==> src/rtl/mc_pkg.sv <==
// -----------------------------------------------------------------------------
// mc_pkg
// Shared definitions for the multi-cycle RV32I sequencer: FSM state encoding,
// trap cause codes, default parameter values and small state-class helpers.
// -----------------------------------------------------------------------------
package mc_pkg;

    localparam int          MC_XLEN_DEF     = 32;
    localparam logic [31:0] MC_RESET_PC_DEF = 32'h0000_0000;
    localparam int          MC_MAX_WAIT_DEF = 15;

    typedef enum logic [3:0] {
        ST_IDLE       = 4'd0,
        ST_FETCH_REQ  = 4'd1,
        ST_FETCH_WAIT = 4'd2,
        ST_DECODE     = 4'd3,
        ST_EXECUTE    = 4'd4,
        ST_MEM_REQ    = 4'd5,
        ST_MEM_WAIT   = 4'd6,
        ST_WRITEBACK  = 4'd7,
        ST_TRAP       = 4'd8
    } state_t;

    localparam logic [1:0] TRAP_ILLEGAL  = 2'd0;
    localparam logic [1:0] TRAP_FTO      = 2'd1;
    localparam logic [1:0] TRAP_DTO      = 2'd2;
    localparam logic [1:0] TRAP_MISALIGN = 2'd3;

    // True in the states that sit on the memory port (request or response wait).
    function automatic logic is_mem_state(input state_t s);
        return (s == ST_FETCH_REQ) || (s == ST_FETCH_WAIT) ||
               (s == ST_MEM_REQ)   || (s == ST_MEM_WAIT);
    endfunction

    // True in every state that counts as actively sequencing an instruction.
    function automatic logic is_busy_state(input state_t s);
        return (s != ST_IDLE) && (s != ST_TRAP);
    endfunction

endpackage

==> src/rtl/mc_wait_timer.sv <==
// -----------------------------------------------------------------------------
// mc_wait_timer
// Saturating cycle counter guarding a memory request/response pair.
//   i_clk, i_rst_n : clock, asynchronous active-low reset
//   i_clr          : return count to zero (held while outside a memory pair)
//   i_en           : count this cycle
//   o_expired      : the current cycle is the MAX_WAIT-th spent in the pair
// -----------------------------------------------------------------------------
module mc_wait_timer
    import mc_pkg::*;
#(
    parameter int MAX_WAIT = MC_MAX_WAIT_DEF
) (
    input  logic i_clk,
    input  logic i_rst_n,
    input  logic i_clr,
    input  logic i_en,
    output logic o_expired
);

    localparam int         W     = $clog2(MAX_WAIT + 1);
    localparam logic [W-1:0] SAT   = W'(MAX_WAIT);
    localparam logic [W-1:0] LIMIT = W'(MAX_WAIT - 1);
    localparam logic [W-1:0] ONE   = W'(1);

    logic [W-1:0] r_cnt;

    // Count completed cycles in the pair, saturating so it can never wrap.
    always_ff @(posedge i_clk or negedge i_rst_n) begin
        if (!i_rst_n) begin
            r_cnt <= '0;
        end else if (i_clr) begin
            r_cnt <= '0;
        end else if (i_en && (r_cnt != SAT)) begin
            r_cnt <= r_cnt + ONE;
        end
    end

    // r_cnt holds the cycles already spent, so cnt == MAX_WAIT-1 marks the
    // MAX_WAIT-th cycle.
    assign o_expired = (r_cnt >= LIMIT);

endmodule

==> src/rtl/multicycle_ctrl.sv <==
// -----------------------------------------------------------------------------
// multicycle_ctrl
// Multi-cycle sequencer for the RV32I datapath. Owns PC, IR and the load-data
// latch and steps FETCH -> DECODE -> EXECUTE -> MEM -> WRITEBACK over a single
// shared req/gnt/rvalid memory port, trapping on illegal instructions,
// misaligned targets and memory timeouts.
// Ports:
//   i_clk, i_rst_n            clock, asynchronous active-low reset
//   i_en                      run enable (looked at in IDLE and WRITEBACK)
//   o_mem_req/we/addr/wdata   memory request side (registered, stable till gnt)
//   i_mem_gnt/rvalid/rdata    memory grant and response
//   i_dec_*                   decoder class flags for the current IR
//   i_branch_taken            branch outcome from the ALU
//   i_alu_result              effective address or jump/branch target
//   i_store_data              aligned store data
//   o_pc, o_ir, o_load_data   architectural registers
//   o_rf_we, o_retire         one-cycle strobes during WRITEBACK
//   o_busy, o_trap, o_trap_cause  status
// -----------------------------------------------------------------------------
module multicycle_ctrl
    import mc_pkg::*;
#(
    parameter int              XLEN     = MC_XLEN_DEF,
    parameter logic [XLEN-1:0] RESET_PC = XLEN'(MC_RESET_PC_DEF),
    parameter int              MAX_WAIT = MC_MAX_WAIT_DEF
) (
    input  logic            i_clk,
    input  logic            i_rst_n,
    input  logic            i_en,
    output logic            o_mem_req,
    output logic            o_mem_we,
    output logic [XLEN-1:0] o_mem_addr,
    output logic [XLEN-1:0] o_mem_wdata,
    input  logic            i_mem_gnt,
    input  logic            i_mem_rvalid,
    input  logic [XLEN-1:0] i_mem_rdata,
    input  logic            i_dec_load,
    input  logic            i_dec_store,
    input  logic            i_dec_jump,
    input  logic            i_dec_illegal,
    input  logic            i_branch_taken,
    input  logic [XLEN-1:0] i_alu_result,
    input  logic [XLEN-1:0] i_store_data,
    output logic [XLEN-1:0] o_pc,
    output logic [XLEN-1:0] o_ir,
    output logic [XLEN-1:0] o_load_data,
    output logic            o_rf_we,
    output logic            o_retire,
    output logic            o_busy,
    output logic            o_trap,
    output logic [1:0]      o_trap_cause
);

    localparam logic [XLEN-1:0] PC_STEP = XLEN'(3'd4);

    state_t          r_state;
    state_t          w_state_next;
    logic [XLEN-1:0] r_pc;
    logic [XLEN-1:0] w_pc_next;
    logic [XLEN-1:0] r_ir;
    logic [XLEN-1:0] r_load_data;
    logic            w_ir_load;
    logic            w_ld_load;
    logic [1:0]      r_trap_cause;
    logic [1:0]      w_cause_next;
    logic            r_mem_req;
    logic            r_mem_we;
    logic [XLEN-1:0] r_mem_addr;
    logic [XLEN-1:0] r_mem_wdata;
    logic            r_rf_we;
    logic            r_retire;
    logic            r_busy;
    logic            r_trap;
    logic            w_expired;
    logic            w_redirect;
    logic            w_tgt_bad;
    logic            w_ls;
    logic [XLEN-1:0] w_target;

    // Timer is held clear outside a memory pair, so it starts at zero on
    // every entry to FETCH_REQ / MEM_REQ.
    mc_wait_timer #(
        .MAX_WAIT (MAX_WAIT)
    ) u_wait_timer (
        .i_clk     (i_clk),
        .i_rst_n   (i_rst_n),
        .i_clr     (!is_mem_state(r_state)),
        .i_en      (is_mem_state(r_state)),
        .o_expired (w_expired)
    );

    assign w_redirect = i_dec_jump | i_branch_taken;
    assign w_target   = {i_alu_result[XLEN-1:1], 1'b0};
    assign w_tgt_bad  = w_redirect & i_alu_result[1];
    assign w_ls       = i_dec_load | i_dec_store;

    // State register.
    always_ff @(posedge i_clk or negedge i_rst_n) begin
        if (!i_rst_n) begin
            r_state <= ST_IDLE;
        end else begin
            r_state <= w_state_next;
        end
    end

    // Next-state, PC update and latch enables.
    always_comb begin
        w_state_next = r_state;
        w_pc_next    = r_pc;
        w_ir_load    = 1'b0;
        w_ld_load    = 1'b0;
        w_cause_next = r_trap_cause;
        case (r_state)
            ST_IDLE: begin
                if (i_en) begin
                    w_state_next = ST_FETCH_REQ;
                end else begin
                    w_state_next = ST_IDLE;
                end
            end
            ST_FETCH_REQ: begin
                // gnt with rvalid in the same cycle skips the wait state.
                if (i_mem_gnt && i_mem_rvalid) begin
                    w_state_next = ST_DECODE;
                    w_ir_load    = 1'b1;
                end else if (i_mem_gnt) begin
                    w_state_next = ST_FETCH_WAIT;
                end else if (w_expired) begin
                    w_state_next = ST_TRAP;
                    w_cause_next = TRAP_FTO;
                end else begin
                    w_state_next = ST_FETCH_REQ;
                end
            end
            ST_FETCH_WAIT: begin
                if (i_mem_rvalid) begin
                    w_state_next = ST_DECODE;
                    w_ir_load    = 1'b1;
                end else if (w_expired) begin
                    w_state_next = ST_TRAP;
                    w_cause_next = TRAP_FTO;
                end else begin
                    w_state_next = ST_FETCH_WAIT;
                end
            end
            ST_DECODE: begin
                w_state_next = ST_EXECUTE;
            end
            ST_EXECUTE: begin
                if (i_dec_illegal) begin
                    w_state_next = ST_TRAP;
                    w_cause_next = TRAP_ILLEGAL;
                end else if (w_ls && (i_alu_result[1:0] != 2'b00)) begin
                    w_state_next = ST_TRAP;
                    w_cause_next = TRAP_MISALIGN;
                end else if (w_ls) begin
                    w_state_next = ST_MEM_REQ;
                end else begin
                    w_state_next = ST_WRITEBACK;
                end
            end
            ST_MEM_REQ: begin
                if (i_mem_gnt && i_mem_rvalid) begin
                    w_state_next = ST_WRITEBACK;
                    w_ld_load    = i_dec_load;
                end else if (i_mem_gnt) begin
                    w_state_next = ST_MEM_WAIT;
                end else if (w_expired) begin
                    w_state_next = ST_TRAP;
                    w_cause_next = TRAP_DTO;
                end else begin
                    w_state_next = ST_MEM_REQ;
                end
            end
            ST_MEM_WAIT: begin
                if (i_mem_rvalid) begin
                    w_state_next = ST_WRITEBACK;
                    w_ld_load    = i_dec_load;
                end else if (w_expired) begin
                    w_state_next = ST_TRAP;
                    w_cause_next = TRAP_DTO;
                end else begin
                    w_state_next = ST_MEM_WAIT;
                end
            end
            ST_WRITEBACK: begin
                // A misaligned redirect target traps with the PC left on the
                // faulting instruction.
                if (w_tgt_bad) begin
                    w_state_next = ST_TRAP;
                    w_cause_next = TRAP_MISALIGN;
                end else begin
                    if (w_redirect) begin
                        w_pc_next = w_target;
                    end else begin
                        w_pc_next = r_pc + PC_STEP;
                    end
                    if (i_en) begin
                        w_state_next = ST_FETCH_REQ;
                    end else begin
                        w_state_next = ST_IDLE;
                    end
                end
            end
            ST_TRAP: begin
                w_state_next = ST_TRAP;
            end
            default: begin
                w_state_next = ST_IDLE;
            end
        endcase
    end

    // Architectural registers: PC, IR, load data and sticky trap cause.
    always_ff @(posedge i_clk or negedge i_rst_n) begin
        if (!i_rst_n) begin
            r_pc         <= RESET_PC;
            r_ir         <= '0;
            r_load_data  <= '0;
            r_trap_cause <= 2'd0;
        end else begin
            r_pc         <= w_pc_next;
            r_trap_cause <= w_cause_next;
            if (w_ir_load) begin
                r_ir <= i_mem_rdata;
            end
            if (w_ld_load) begin
                r_load_data <= i_mem_rdata;
            end
        end
    end

    // Registered status and strobes, decoded from the state being entered so
    // they line up with that state. retire/rf_we are suppressed up front when
    // WRITEBACK is going to trap on a misaligned target.
    always_ff @(posedge i_clk or negedge i_rst_n) begin
        if (!i_rst_n) begin
            r_retire <= 1'b0;
            r_rf_we  <= 1'b0;
            r_busy   <= 1'b0;
            r_trap   <= 1'b0;
        end else begin
            r_retire <= (w_state_next == ST_WRITEBACK) && !w_tgt_bad;
            r_rf_we  <= (w_state_next == ST_WRITEBACK) && !w_tgt_bad && !i_dec_store;
            r_busy   <= is_busy_state(w_state_next);
            r_trap   <= (w_state_next == ST_TRAP);
        end
    end

    // Memory request registers: captured once on entry to a REQ state and
    // held unchanged until the grant moves the FSM on.
    always_ff @(posedge i_clk or negedge i_rst_n) begin
        if (!i_rst_n) begin
            r_mem_req   <= 1'b0;
            r_mem_we    <= 1'b0;
            r_mem_addr  <= '0;
            r_mem_wdata <= '0;
        end else if (w_state_next == ST_FETCH_REQ) begin
            r_mem_req <= 1'b1;
            if (r_state != ST_FETCH_REQ) begin
                r_mem_we    <= 1'b0;
                r_mem_addr  <= w_pc_next;
                r_mem_wdata <= '0;
            end
        end else if (w_state_next == ST_MEM_REQ) begin
            r_mem_req <= 1'b1;
            if (r_state != ST_MEM_REQ) begin
                r_mem_we    <= i_dec_store;
                r_mem_addr  <= i_alu_result;
                r_mem_wdata <= i_store_data;
            end
        end else begin
            r_mem_req   <= 1'b0;
            r_mem_we    <= 1'b0;
            r_mem_addr  <= '0;
            r_mem_wdata <= '0;
        end
    end

    assign o_mem_req    = r_mem_req;
    assign o_mem_we     = r_mem_we;
    assign o_mem_addr   = r_mem_addr;
    assign o_mem_wdata  = r_mem_wdata;
    assign o_pc         = r_pc;
    assign o_ir         = r_ir;
    assign o_load_data  = r_load_data;
    assign o_rf_we      = r_rf_we;
    assign o_retire     = r_retire;
    assign o_busy       = r_busy;
    assign o_trap       = r_trap;
    assign o_trap_cause = r_trap_cause;

endmodule

==> config.mk <==
export PLATFORM = sky130hd
export DESIGN_NAME = multicycle_ctrl
export DESIGN_NICKNAME = d
export VERILOG_FILES = /design/src/rtl/mc_pkg.sv /design/src/rtl/mc_wait_timer.sv /design/src/rtl/multicycle_ctrl.sv
export SDC_FILE = /design/constraint.sdc
export NUM_CORES = 1
export LEC_CHECK = 0
export ABC_AREA = 1
export ABC_CLOCK_PERIOD_IN_PS = 1990
export BUFFER_PORTS_ARGS = -buffer_cell sky130_fd_sc_hd__buf_2
export CAP_MARGIN = 10
export CORE_MARGIN = 8
export CORE_UTILIZATION = 46
export CTS_CLUSTER_DIAMETER = 80
export DETAILED_ROUTE_END_ITERATION = 10
export HOLD_SLACK_MARGIN = 0.15
export PLACE_DENSITY = 0.87
export SETUP_SLACK_MARGIN = 0.5
export SLEW_MARGIN = 30
export SYNTH_ARGS = -nofsm -noshare
export SYNTH_HDL_FRONTEND = slang
export SYNTH_SLANG_ARGS = --single-unit
==> constraint.sdc <==
create_clock -name i_clk -period 1.99 [get_ports i_clk]
set_input_delay 0.398 -clock i_clk [delete_from_list [all_inputs] [get_ports i_clk]]
set_output_delay 0.398 -clock i_clk [all_outputs]
set_load 0.01 [all_outputs]
==> results.md <==
- Violations in the final reports: negative setup slack
- Number of clock sinks seen by CTS: 176
- Vias after detailed routing: 9235
- Placeable core area: 18100 um^2
- Clock buffer count from CTS: 17
- Synthesized net count: 1251
- Worst Setup Slack post-DPL: -36.1 ps
- Top routing layer in use: met5
- Clock Root Buffer: clkbuf_16
- Total power of the final layout: 0.0180 W
- Remaining DRCs: 0
- Startpoint kind of the worst setup timing path: flip-flop
- Ys Warns: 0
- P_leak: 6.53 nW
- Peak ir drop on the vdd network: 0.721 mV
- Ratio of routed vias to standard cells: 5.34
- Die Span X: 152 um
- Clock Skew: 11.0 ps
- Routability-driven placement congestion ratio: 0.939
- Final routed wirelength across all metal layers: 32.7 mm
- Synth Register Bits: 176
- Port Buffers: 273
- Design area: 12400 um^2
- Post-layout minimum cycle time: 2190 ps
- Initial core utilization: 47.1%
- H-tree levels: 4
- Final Max Slew Viols: 0
- Met3 wire length: 2.56 mm
- Slack of the critical path: -203 ps
- Number of cell rows: 49
- Worst rel slew slack: 78.3%
- Required time at the endpoint of the critical path: 2300 ps
- GR Overflow Total: 0
- Count of final setup violators: 65
- Total half-perimeter wirelength after legalization and detailed placement: 21.4 mm
- Final Hold Vio Count: 0
- Gate count after technology mapping: 1142
- Flop2flop setup slack: -200 ps
- Slew at the pin closest to its max-slew limit: 322 ps
- Clock Latency Late Sink: 440 ps
- Worst min-delay path class: input pin to flip-flop
- Number of violations of the max-capacitance limit: 0
- Commonest cells after routing, fill and taps aside: nand2_1 (413), buf_2 (269), dfrtp_1 (161)
- Status: complete, but fails checks
- Antenna violations before repair: 2
- Share of the yosys chip area belonging to registers: 51.7%
- Commonest non-fill, non-tap cell in the layout: nand2_1
- Detailed-routing wirelength on met1: 12.5 mm
- Detail Route met2 WL: 16.1 mm
- Area after detailed placement: 10500 um^2
- Number of different library cells in the post-synthesis netlist: 37
- Final ANT Viol Nets: 0
- Hold WS: 193 ps
- CTS tree: yes
- Nets@finish: 1597
- Endpoint kind of the worst setup timing path: flip-flop
- Max Root-Sink Buffers: 2
- Maximum frequency from static timing analysis: 0.456 GHz
- Part of the cycle the worst path needs: 110%
- Global-route usage over all layers: 24.9%
- Data arrival time of the critical path: 2510 ps
- Critical Path Fanout Max: 13
- Routed WL per cell: 18.9 um
- Top-level I/O count: 274
- Layout-stage area growth over the synthesis result: 45.5%
- Die Height: 152 um
- Average footprint of a synthesized cell: 7.46 um^2
- Area of the mapped netlist: 8520 um^2
- Share of final-layout standard cells stronger than drive strength 1: 35.1%
- Total die area: 23100 um^2
- Vias in the first global route: 8842
- Post-CTS clock slew at the launch and capture registers of the worst setup and hold paths: 80 ps
- Largest net degree at the start of global routing: 65
- Number of detailed-routing iterations run before antenna repair: 5
- Initial drt markers: 697
- Power density normalized to cell area: 1450 nW/um^2
- First-pass GRT wire length: 46.3 mm
- RSZ-0062 raised after global routing: yes
- Classification of the worst setup path: flip-flop to flip-flop
==> sequential cells by signal (all words and copies together) (netlist names) <==
register,count
o_mem_wdata,32
o_load_data,32
o_ir,32
o_retire,1
r_state,4
o_busy,1
o_pc,32
o_rf_we,1
o_mem_we,1
u_wait_timer.r_cnt,4
o_mem_req,1
o_trap_cause,2
o_mem_addr,32
o_trap,1
==> per-layer routing <==
| metal | track usage (%) | vias up |
|---|---|---|
| met5 | 0 | - |
| met4 | 12.5 | 2 |
| met3 | 6.24 | 119 |
| met2 | 42.3 | 485 |
| met1 | 28.8 | 4348 |
| li1 | - | 4281 |
==> kinds of logic (layout without fill, tap and decap cells) <==
family          count (synthesis)  in the layout  synth area share [%]
xor+xnor                        2              2                 0.206
fa+ha+maj                       3              3                 0.441
other cells                     0              1                     0
compound gates                162            162                  10.1
flops                         176            176                  51.7
simple gates                  658            658                  30.8
buf+inv                       141            500                  6.74
==> worst max-delay path: stages, from the launching register on <==
cell and delay (ps):
dfrtp_1 450, buf_6 140, nand2_2 90, nor2_1 280
nand2_4 90, nand2_2 80, nor2_4 50, buf_4 130
nand4_1 200, nand2_8 120, buf_12 150, buf_8 130
nand2_1 60, o21ai_0 90
==> Yosys cell counts (all sizes together) <==
library cell,instances,share of area [%]
xor2,2,0.21
nand3,49,3.0
nor2,138,6.4
nand2,455,20
nor3,5,0.29
a21boi,1,0.088
o21ai,94,5.5
a32oi,1,0.10
buf,23,1.5
nand3b,3,0.26
o21bai,2,0.18
o22ai,2,0.15
a21oi,51,3.0
nor4,2,0.15
o31ai,1,0.15
inv,96,4.2
a2bb2oi,2,0.21
a31oi,1,0.073
o211ai,3,0.26
dfrtp,176,52
nand4,3,0.22
clkbuf,22,0.97
o21a,1,0.088
o22a,1,0.10
a31o,1,0.10
ha,3,0.44
a211oi,1,0.088
and2,3,0.22
==> worst paths after layout <==
| check | from | to | cells past startpoint |
|---|---|---|---|
| max reg2reg | r_state[1] | o_mem_wdata[14] | 13 |
| min | i_mem_rdata[11] | o_ir[11] | 3 |
| min reg2reg | o_mem_addr[9] | o_mem_addr[9] | 2 |
| min in group asynchronous | i_rst_n | o_mem_addr[26] | 2 |
| max | r_state[1] | o_mem_wdata[14] | 13 |
| max in group asynchronous | i_rst_n | o_ir[28] | 3 |
==> power breakdown <==
group	internal, W	switching, W	leakage, nW	total, W
Sequential	0.00492	0.00104	2.21	0.00596
Clock	0.00173	0.00174	0.298	0.00348
Combinational	0.00353	0.00506	4.02	0.00859
Total	0.0102	0.00784	6.53	0.0180
==> through the flow <==
step / TNS (ps) / cells / util (%)
after detailed placement: -304 / 1650 / 58.3
after floorplan: 0 / 1142 / -
after CTS: -828 / 1689 / 63.0
final: -9110 / 1731 / 68.5
after global placement: -160 / 1650 / 58.3
after global routing: -14660 / 1731 / 68.5
==> repair_timing <==
item                                    CTS  global route
gates cloned                              3            17
gates resized for setup                  43           143
setup buffers                             3            24
pin swaps                                10            32
endpoints found under the hold margin    29             0
hold buffers                              1             0
endpoints found under the setup margin  173           181
==> cell type report <==
type	count	area (um^2)
Inverter	96	372
Multi-Input combinational cell	825	4000
Fill cell	1369	5690
Tap cell	229	287
Timing Repair Buffer	372	2690
Clock inverter	15	195
Antenna cell	1	2.50
Sequential cell	176	4420
Clock buffer	17	425
(Power assumes the default switching activity.)
